### config.mk
export PLATFORM = sky130hd
export DESIGN_NAME = fifo_param
export DESIGN_NICKNAME = d
export VERILOG_FILES = /design/src/rtl/fifo_param.sv
export SDC_FILE = /design/constraint.sdc
export NUM_CORES = 1
export LEC_CHECK = 0
export ABC_AREA = 1
export CAP_MARGIN = 0
export CORE_MARGIN = 3
export CORE_UTILIZATION = 40
export DETAILED_ROUTE_END_ITERATION = 10
export GPL_TIMING_DRIVEN = 1
export MAX_ROUTING_LAYER = met4
export SLEW_MARGIN = 20
export SYNTH_ARGS = -nofsm -noshare
export SYNTH_HDL_FRONTEND = slang
export SYNTH_SLANG_ARGS = --single-unit
### constraint.sdc
create_clock -name clk -period 1.6 [get_ports clk]
set_input_delay 0.24 -clock clk [delete_from_list [all_inputs] [get_ports clk]]
set_output_delay 0.24 -clock clk [all_outputs]
set_load 0.1 [all_outputs]
### src/rtl/fifo_param.sv
// Parametrised single-clock FIFO with valid/ready on both sides, fill level,
// programmable almost-full/almost-empty flags and a synchronous flush.
module fifo_param #(
    parameter int DATA_WIDTH = 8,
    parameter int DEPTH      = 8,
    parameter int AF_LEVEL   = 6,
    parameter int AE_LEVEL   = 2,
    localparam int LW        = $clog2(DEPTH + 1)
) (
    input  logic                  clk,
    input  logic                  rst,
    input  logic                  flush,
    input  logic [DATA_WIDTH-1:0] in_data,
    input  logic                  in_valid,
    output logic                  in_ready,
    output logic [DATA_WIDTH-1:0] out_data,
    output logic                  out_valid,
    input  logic                  out_ready,
    output logic [LW-1:0]         level,
    output logic                  almost_full,
    output logic                  almost_empty
);

    localparam int PW = (DEPTH > 1) ? $clog2(DEPTH) : 1;

    logic [DATA_WIDTH-1:0] mem [DEPTH];
    logic [PW-1:0]         wr_ptr;
    logic [PW-1:0]         rd_ptr;
    logic [LW-1:0]         count;
    logic                  wr_en;
    logic                  rd_en;

    // Handshake: a transfer happens on each side at the rising clk edge where
    // valid && ready are both high. Data/valid never depend on ready on the
    // output side; in_ready looks through to out_ready so a full FIFO can
    // accept a word in the same cycle its head is consumed.
    assign out_valid = (count != '0);
    assign in_ready  = (count != LW'(DEPTH)) || out_ready;
    assign out_data  = out_valid ? mem[rd_ptr] : '0;

    // Flush wins over any transfer in the same cycle.
    assign wr_en = in_valid && in_ready && !flush;
    assign rd_en = out_valid && out_ready && !flush;

    assign level        = count;
    assign almost_full  = (count >= LW'(AF_LEVEL));
    assign almost_empty = (count <= LW'(AE_LEVEL));

    function automatic logic [PW-1:0] ptr_next(input logic [PW-1:0] p);
        return (p == PW'(DEPTH - 1)) ? '0 : p + PW'(1);
    endfunction

    always_ff @(posedge clk or posedge rst) begin
        if (rst) begin
            wr_ptr <= '0;
            rd_ptr <= '0;
            count  <= '0;
        end else if (flush) begin
            wr_ptr <= '0;
            rd_ptr <= '0;
            count  <= '0;
        end else begin
            if (wr_en) wr_ptr <= ptr_next(wr_ptr);
            if (rd_en) rd_ptr <= ptr_next(rd_ptr);
            case ({wr_en, rd_en})
                2'b10:   count <= count + LW'(1);
                2'b01:   count <= count - LW'(1);
                default: count <= count;
            endcase
        end
    end

    // Storage needs no reset; the read port sees the pre-edge contents, so a
    // simultaneous read and write to the same slot returns the old word.
    always_ff @(posedge clk) begin
        if (wr_en) mem[wr_ptr] <= in_data;
    end

    assert property (@(posedge clk) disable iff (rst) count <= LW'(DEPTH));

endmodule

# --- After elaboration in Yosys (flattened, before gate mapping) ---
# Memories as Yosys holds them, arrays and structs flattened.
# Index checks and enable logic that the tools add are counted.
word_totals:
  mem_count: 1
  out_inout_bits: 16
  ff_bits: 10
  in_bits: 13
  wordCells: 36
  ram_bits: 64
memory_table:
  columns: ["memory", "words", "word_bits", "read_ports", "rd_ports_with_merged_regs", "wr", "line", "text"]
  rows:
  - ["mem", 8, 8, 1, 0, 1, "26", "logic [DATA_WIDTH-1:0] mem [DEPTH];"]
classes:
  n_reduce_logical: 10
  eq_ne: 5
  n_mux: 11
  n_lt_le_gt_ge: 2
  n_addsub: 4
ops:
  columns: ["cell", "n"]
  rows:
  - ["two-way mux 3 bit", 6]
  - ["two-way mux 8 bit", 1]
  - ["case mux 4 bit (2 select lines)", 1]
  - ["adder 3 x 1 -> 3 bit (second input constant)", 2]
  - ["== test 3 bit (second input constant)", 2]
  - ["adder 4 x 1 -> 4 bit (second input constant)", 1]
  - ["greater-or-equal comparator 4 x 3 -> 1 bit (second input constant)", 1]
  - ["<= comparator 4 x 2 -> 1 bit (second input constant)", 1]
  - ["logical AND 1 bit", 4]
  - ["two-way mux 4 bit", 1]
  - ["!= test 4 bit (second input constant)", 1]
  - ["nonzero test 2 bit", 2]
  - ["nonzero test 4 bit", 1]
  - ["subtractor 4 x 1 -> 4 bit (second input constant)", 1]
  - ["nonzero test 3 bit", 1]
  - ["== test 2 x 1 -> 1 bit (second input constant)", 1]
  - ["== test 2 bit (second input constant)", 1]
  - ["two-way mux 1 bit", 2]
  - ["logical NOT 1 bit", 1]
  - ["logical OR 1 bit", 1]

# --- Longest topological paths before layout ---
# Gate-level depths: netlist (run 1).
depth:
  depth_word: 7
  depth_mapped: 12
  mapped_depth_nobuf: 12

# --- Least setup slack after synthesis (run 1) ---
# Ideal clock, no wire load.
synth_timing:
  kind: "reg-to-output"
  start: "register count[3] (netlist: level[3])"
  end: "output port out_data[0]"
  arrival_time_ps: 3447
  t_required_ps: 1360
  setup_slack_ps: -2087
  stages_incl_launch_ff: 6
  path_cell_list: "dfrtp_1 -> nor2_2 -> nand2_4 -> buf_2 -> o21ai_0 -> a31oi_1"
synth_between:
  elab_chain_len: 2
synth_rtl:
  columns: ["element", "line", "text"]
  rows:
  - ["start, declared", "29", "logic [LW-1:0] count;"]
  - ["start signal, assigned", "66", "2'b10: count <= count + LW'(1);"]
  - ["start signal, assigned", "67", "2'b01: count <= count - LW'(1);"]
  - ["start signal, assigned", "68", "default: count <= count;"]
  - ["nonzero test 4 bit", "37", "assign out_valid = (count != '0);"]
  - ["net out_valid", "17", "output logic out_valid,"]
  - ["two-way mux 8 bit", "39", "assign out_data = out_valid ? mem[rd_ptr] : '0;"]
  - ["end, declared", "16", "output logic [DATA_WIDTH-1:0] out_data,"]
# The timed path passes the listed nets, and every way through them passes these cells.

# --- Final worst setup path (run 1) ---
layout_timing:
  start: "register rd_ptr[0]"
  end: "output port out_data[7]"
layout_between:
  elab_chain_len: 2
layout_rtl:
  columns: ["element", "line", "text"]
  rows:
  - ["start, declared", "28", "logic [PW-1:0] rd_ptr;"]
  - ["start signal, assigned", "64", "if (rd_en) rd_ptr <= ptr_next(rd_ptr);"]
  - ["memory (8 x 8 bit)", null, null]
  - ["two-way mux 8 bit", "39", null]
# No other way between the ends.

==> out/results.ini, run 1 <==
[synthesis]
synth_cell_types=26
synthCells=277
synthArstFlopShare_pct=13.51
yosysWarnings=0
synth_edf_count=64
synth_ff_type=edfxtp_1
synth_nets=296
ys_seq_area_share_pct=67.84
synth.cells.most_frequent=edfxtp_1, nor2_1, o21ai_0, nand2_1, inv_1
yosysMostFrequentCell=edfxtp_1
synth.area.top_cells=edfxtp_1, dfrtp_1, nor2_1, o21ai_0, nand2_1
ys_ff_latch=74
synth_area_leader_cell=edfxtp_1
postSynthAreaPerCell_um2=11.56
synth_top_area_share_pct=60.02
mappedNetlistArea_um2=3202

[critical_path]
startpoint_type=flip-flop
startpoint=rd_ptr[0]$_DFFE_PP0P_
endpoint_kind=output pin
rrSetupSlack_ns=-0.10
crit_fanout=17
r2r_start=level[2]$_DFFE_PP0P_
worstPathRequired_ns=1.36
crit_arrival_ns=1.77
rr_worst_depth=12
reg2reg_to=level[3]$_DFFE_PP0P_
worst-setup-path-type=reg2out

[cts]
numCtsBuffers=9
clock-sinks=74
htreeDepth=3
cts-root-buf=clkbuf_8
clockBufferDepth=2
hold_buffers=0
cts_tree=done
clk_pin_slew_ns=0.08
clk-insertion-delay-late_ns=0.34

[power_and_ir_drop]
finalPower_mw=9.583
ir_worst_vdd_uv=1055
p_leak_nw=1.887
power.density_nw_per_um2=1880

[floorplan]
die_w_um=95.47
die_h_um=95.47
core.rowCount=31
initial_utilization_pct=42.55
io_pins=29
coreArea_um2=7525
dieArea_um2=9115

[sta]
hold_viol=0
timing.final.ws_setup_ns=-0.4116
timing.hold.ws_ns=0.1838
setup_viol=71
relSlewSlack_pct=72.37
rsz0062_at_grt=true
fmax_mhz=497.1
slew_viol_final=0
layout_min_cycle_time_ns=2.012
post-route-period-util_pct=125.7
skew_ns=0.009250
tightest_slew_ns=0.4140

[placement]
gp_congestion=0.7899
io_buffer_count=28
place_area_um2=4393
dp_slack_ns=-0.2943
dp.final_hpwl_um=4911

[global_routing]
grt_pass1_vias=2357
grt_max_degree=34
grt.total_usage_pct=18.07
grt_overflow=0
antenna_found_initial=0
grt_pass1_wl_um=11710

[route]
routedWlPerCell_um=17.12
vias=2418
via_per_inst=5.167
finalWirelength_um=8010
first_pass_iters=6
drtAntennaViolNets=0
drt_iter0_markers=115
drcViolationCount=0

[finish]
n_antenna_cell=0
seqCellArea_um2=2188
fin_nets=383
fillers=524
multi_input_area_um2=1379
drive_above_1_share_pct=50.95
final_area_um2=5097
final_util_pct=67.74
area_growth_pct=59.20

[flow_run]
maxCapViolCount=0

[run_status]
violations=negative setup slack
status=finished, violations left

[min_path]
hold_path.class=in2async

## power breakdown
part,internal (mW),switching [mW],total [mW]
registers,2.21,0.0962,2.31
logic,2.34,3.50,5.84
clock network,0.731,0.700,1.43
total,5.28,4.30,9.58
## worst max-delay path, cell delays in order, from the launching register on
cell	delay, ns
dfrtp_2	0.46
buf_12	0.18
o21ai_1	0.10
o22ai_2	0.21
o21ai_2	0.10
a31oi_4	0.18
buf_12	0.20
## cell type report
type / instances / area share, %
flip-flops and latches: 74 / 42.93
repair buffers: 86 / 22.09
clock buffers: 9 / 2.430
clock inverters: 7 / 1.473
inverters: 18 / 1.595
multi-input cells: 175 / 27.05
well taps: 99 / 2.430
## metrics by stage
stage,setup TNS [ns],cells
2_1_floorplan,-24.05,277
3_3_place_gp,-13.88,439
3_5_place_dp,-14.54,439
4_1_cts,-7.965,462
5_1_grt,-9.841,468
6_report,-4.741,468
## timing repair
item | 4_1_cts | 5_1_grt
gates resized for setup | 44 | 73
gates cloned | 0 | 4
buffers inserted | 7 | 4
endpoints found under the setup margin | 68 | 80
pin swaps | 14 | 33
## cell usage in the layout (no fill, tap or decap), types with 5 or more instances in the layout
cell type | netlist | final
nor2_2 | 2 | 11
buf_4 | 0 | 22
nor2_4 | 2 | 16
buf_6 | 0 | 24
dfrtp_1 | 10 | 5
nand2_4 | 1 | 6
o21ai_1 | 4 | 19
buf_12 | 0 | 24
o21ai_0 | 42 | 7
nor2_1 | 60 | 37
edfxtp_1 | 64 | 64
nand2_1 | 25 | 18
clkbuf_8 | 0 | 9
a31oi_4 | 0 | 8
inv_1 | 15 | 9
inv_2 | 2 | 5
o22ai_2 | 0 | 8
o21ai_2 | 1 | 21
clkdlybuf4s50_1 | 0 | 12
## state kept, by name, indices dropped and copies added, names as in the netlist
| signal | count |
|---|---|
| rd_ptr | 3 |
| level | 4 |
| wr_ptr | 3 |
| mem | 64 |
## cell families (layout without fill, tap and decap cells)
group                      Yosys count  count (layout)  share of synthesized area, %
AOI/OAI and AO/OA                   67              67                         11.61
xor gates and xnor gates             2               2                        0.5472
adders and majority gates            6               6                         2.345
buffers and inverters               28             120                         3.634
DFF                                 74              74                         67.84
and+or+nand+nor                    100             100                         14.03
## worst max path at each step
| stage | to | slack [ns] | cells past startpoint |
|---|---|---|---|
| 6_report | out_data[7] | -0.41 | 6 |
| 4_1_cts | out_data[3] | -0.41 | 6 |
| 3_3_place_gp | level[2]$_DFFE_PP0P_ | -0.24 | 9 |
| 5_1_grt | out_data[7] | -0.49 | 6 |
| 3_5_place_dp | level[3]$_DFFE_PP0P_ | -0.29 | 9 |
| 2_1_floorplan | out_data[0] | -0.36 | 5 |
## layer usage
metal / share of wire (%) / vias up / global-route usage, %
li1: - / 1155 / -
met1: 41 / 1197 / 21.27
met2: 53 / 58 / 30.26
met3: 5.2 / 8 / 4.262
met4: 1.1 / 0 / 6.635
met5: 0 / - / -
Power figures use the tool's default switching activity.
==> run 2: changes to the inputs <==
Settings changed: CORE_MARGIN 3 to 2.
==> out/results.ini, run 2 (synthesis results as in run 1) <==
[flow_run]
maxCapViolCount=0  ; unchanged

[power_and_ir_drop]
p_leak_nw=1.867  ; -1.0%
finalPower_mw=9.507  ; -0.80%
comb_power_share_pct=59.7  ; -1.3 points
power.switching_mw=4.200  ; -2.3%
intPower_mw=5.306  ; +0.41%
ir_worst_vdd_uv=1872  ; +77%
switching_share_pct=44.18  ; -0.67 points
power.density_nw_per_um2=1895  ; +0.78%
pwr-share-clk_pct=16.1  ; +1.2 points
pwr-share-seq_pct=24.2  ; about the same

[route]
drtAntennaViolNets=0  ; unchanged
first_pass_iters=4  ; -2
finalWirelength_um=8114  ; +1.3%
drt_iter0_markers=76  ; -34%
top_layer=met4
vias=2392  ; -1.1%
routedWlPerCell_um=17.34  ; +1.3%
drcViolationCount=0  ; unchanged
met3_length_um=266  ; -36%
via_per_inst=5.111  ; -1.1%
met1_length_um=3377  ; +3.3%
wl_met2_um=4324  ; +2.0%

[finish]
final_common_cell=edfxtp_1
final_area_um2=5017  ; -1.6%
final_util_pct=64.93  ; -2.8 points
area_growth_pct=56.70
n_antenna_cell=0  ; unchanged
mostFrequentLayoutCells=edfxtp_1, nor2_1, buf_12
fin_nets=380  ; -0.78%
largest_reg_flops=64  ; unchanged
drive_above_1_share_pct=45.36  ; -5.6 points
largest_register=mem

[sta]
rsz0062_at_grt=true
slew_viol_final=0  ; unchanged
hold_viol=0  ; unchanged
tightest_slew_ns=0.4278  ; +0.01380 ns
skew_ns=0.004722  ; -0.004528 ns
fin_setup_tns_ns=-6.304  ; -1.563 ns
layout_min_cycle_time_ns=2.002  ; -0.009298 ns
post-route-period-util_pct=125.1  ; -0.58 points
setup_viol=79  ; +11%
relSlewSlack_pct=71.45  ; -0.92 points
fmax_mhz=499.4  ; +0.46%
timing.final.ws_setup_ns=-0.4023  ; +0.009298 ns

[cts]
numCtsBuffers=9  ; unchanged
cts_tree=done
htreeDepth=3  ; unchanged
clockBufferDepth=2  ; unchanged
clk_pin_slew_ns=0.07  ; about the same
cts-root-buf=clkbuf_8
clk-insertion-delay-late_ns=0.34  ; about the same
clock-sinks=74  ; unchanged

[critical_path]
endpoint_kind=output pin
startpoint_type=flip-flop
crit_arrival_ns=1.76  ; about the same
worstPathRequired_ns=1.36  ; about the same
crit_fanout=5  ; -12
worst-setup-path-type=reg2out

[floorplan]
coreArea_um2=7727  ; +2.7%
io_pins=29  ; unchanged
initial_utilization_pct=41.43  ; -1.1 points
dieArea_um2=8737  ; -4.1%
die_w_um=93.47  ; -2.1%
die_h_um=93.47  ; -2.1%
core.rowCount=32  ; +3.2%

[global_routing]
grt_overflow=0  ; unchanged
grt_pass1_wl_um=12450  ; +6.3%
grt_max_degree=19  ; -44%
grt.total_usage_pct=19.99  ; +1.9 points
grt_pass1_vias=2428  ; +3.0%
antenna_found_initial=0  ; unchanged

[placement]
dp.final_hpwl_um=5067  ; +3.2%
place_area_um2=4399  ; +0.14%
gp_congestion=0.8261  ; +4.6%
io_buffer_count=28  ; unchanged

[run_status]
status=finished, violations left
violations=negative setup slack

[min_path]
hold_path.class=in2async

-- run 2: cell types whose count changed in the layout (fill, tap and decap cells not counted), moves of 4 or more --
cell / previous run / this run
nor2_2: 11 / 7
o21ai_0: 7 / 13
o21ai_2: 21 / 13
nor2_1: 37 / 41
-- run 2: final timing paths --
kind / startpoint / to / slack, ns / depth (start not counted)
worst min-delay path: rst / level[1]$_DFFE_PP0P_ / 0.19 / 2
min in group clk: rd_ptr[2]$_DFFE_PP0P_ / rd_ptr[2]$_DFFE_PP0P_ / 0.61 / 3
max in group asynchronous: rst / level[2]$_DFFE_PP0P_ / 1.08 / 2
worst min register to register: rd_ptr[2]$_DFFE_PP0P_ / rd_ptr[2]$_DFFE_PP0P_ / 0.61 / 3
worst max-delay path: rd_ptr[0]$_DFFE_PP0P_ / out_data[2] / -0.40 / 7
worst max register to register: level[3]$_DFFE_PP0P_ / mem[5][2]$_DFFE_PP_ / -0.11 / 7
-- run 2: power by group through the flow --
stage,combinational (mW),sequential [mW],clock (mW)
final,5.68,2.30,1.53
after global routing,5.94,2.31,1.65
after CTS,5.39,2.30,1.55
after detailed placement,4.99,2.33,0
after global placement,4.95,2.33,0
after floorplan,2.95,2.62,0
-- run 2: critical path, cell delays in order, from the launching register on --
cell and delay [ns]:
dfrtp_2 0.45, clkinv_4 0.12, buf_6 0.14, o21ai_1 0.07
o22ai_1 0.19, o21ai_2 0.09, a31oi_4 0.17, buf_12 0.19
-- run 2: what timing repair did --
action / in CTS / in global routing
gates cloned: 1 / 3
pin swaps: 11 / 30
setup endpoints to repair: 79 / 81
buffers inserted: 6 / 5
hold buffers: 0 / 0
hold endpoints to repair: 0 / 0
gates resized for setup: 46 / 54
-- run 2: metrics by stage --
stage	instances	setup slack [ns]	hold WS (ns)
final	468	-0.4023	0.1891
after global routing	468	-0.4942	0.2371
after CTS	462	-0.4021	0.2004
after detailed placement	439	-0.2744	0.5648
after global placement	439	-0.2381	0.5502
after floorplan	277	-0.3618	0.08026
-- run 2: cell type report --
type / count / area [µm²]
Fill cell: 569 / 2710
Inverter: 18 / 86.33
Tap cell: 102 / 127.6
Sequential cell: 74 / 2188
Clock buffer: 10 / 127.6
Timing Repair Buffer: 83 / 1079
Multi-Input combinational cell: 175 / 1328
Clock inverter: 6 / 81.33
-- run 2: layer usage --
metal	GRT usage (%)	vias up
met2	33.33	45
li1	-	1154
met4	7.721	0
met3	3.143	16
met5	-	-
met1	24.61	1177
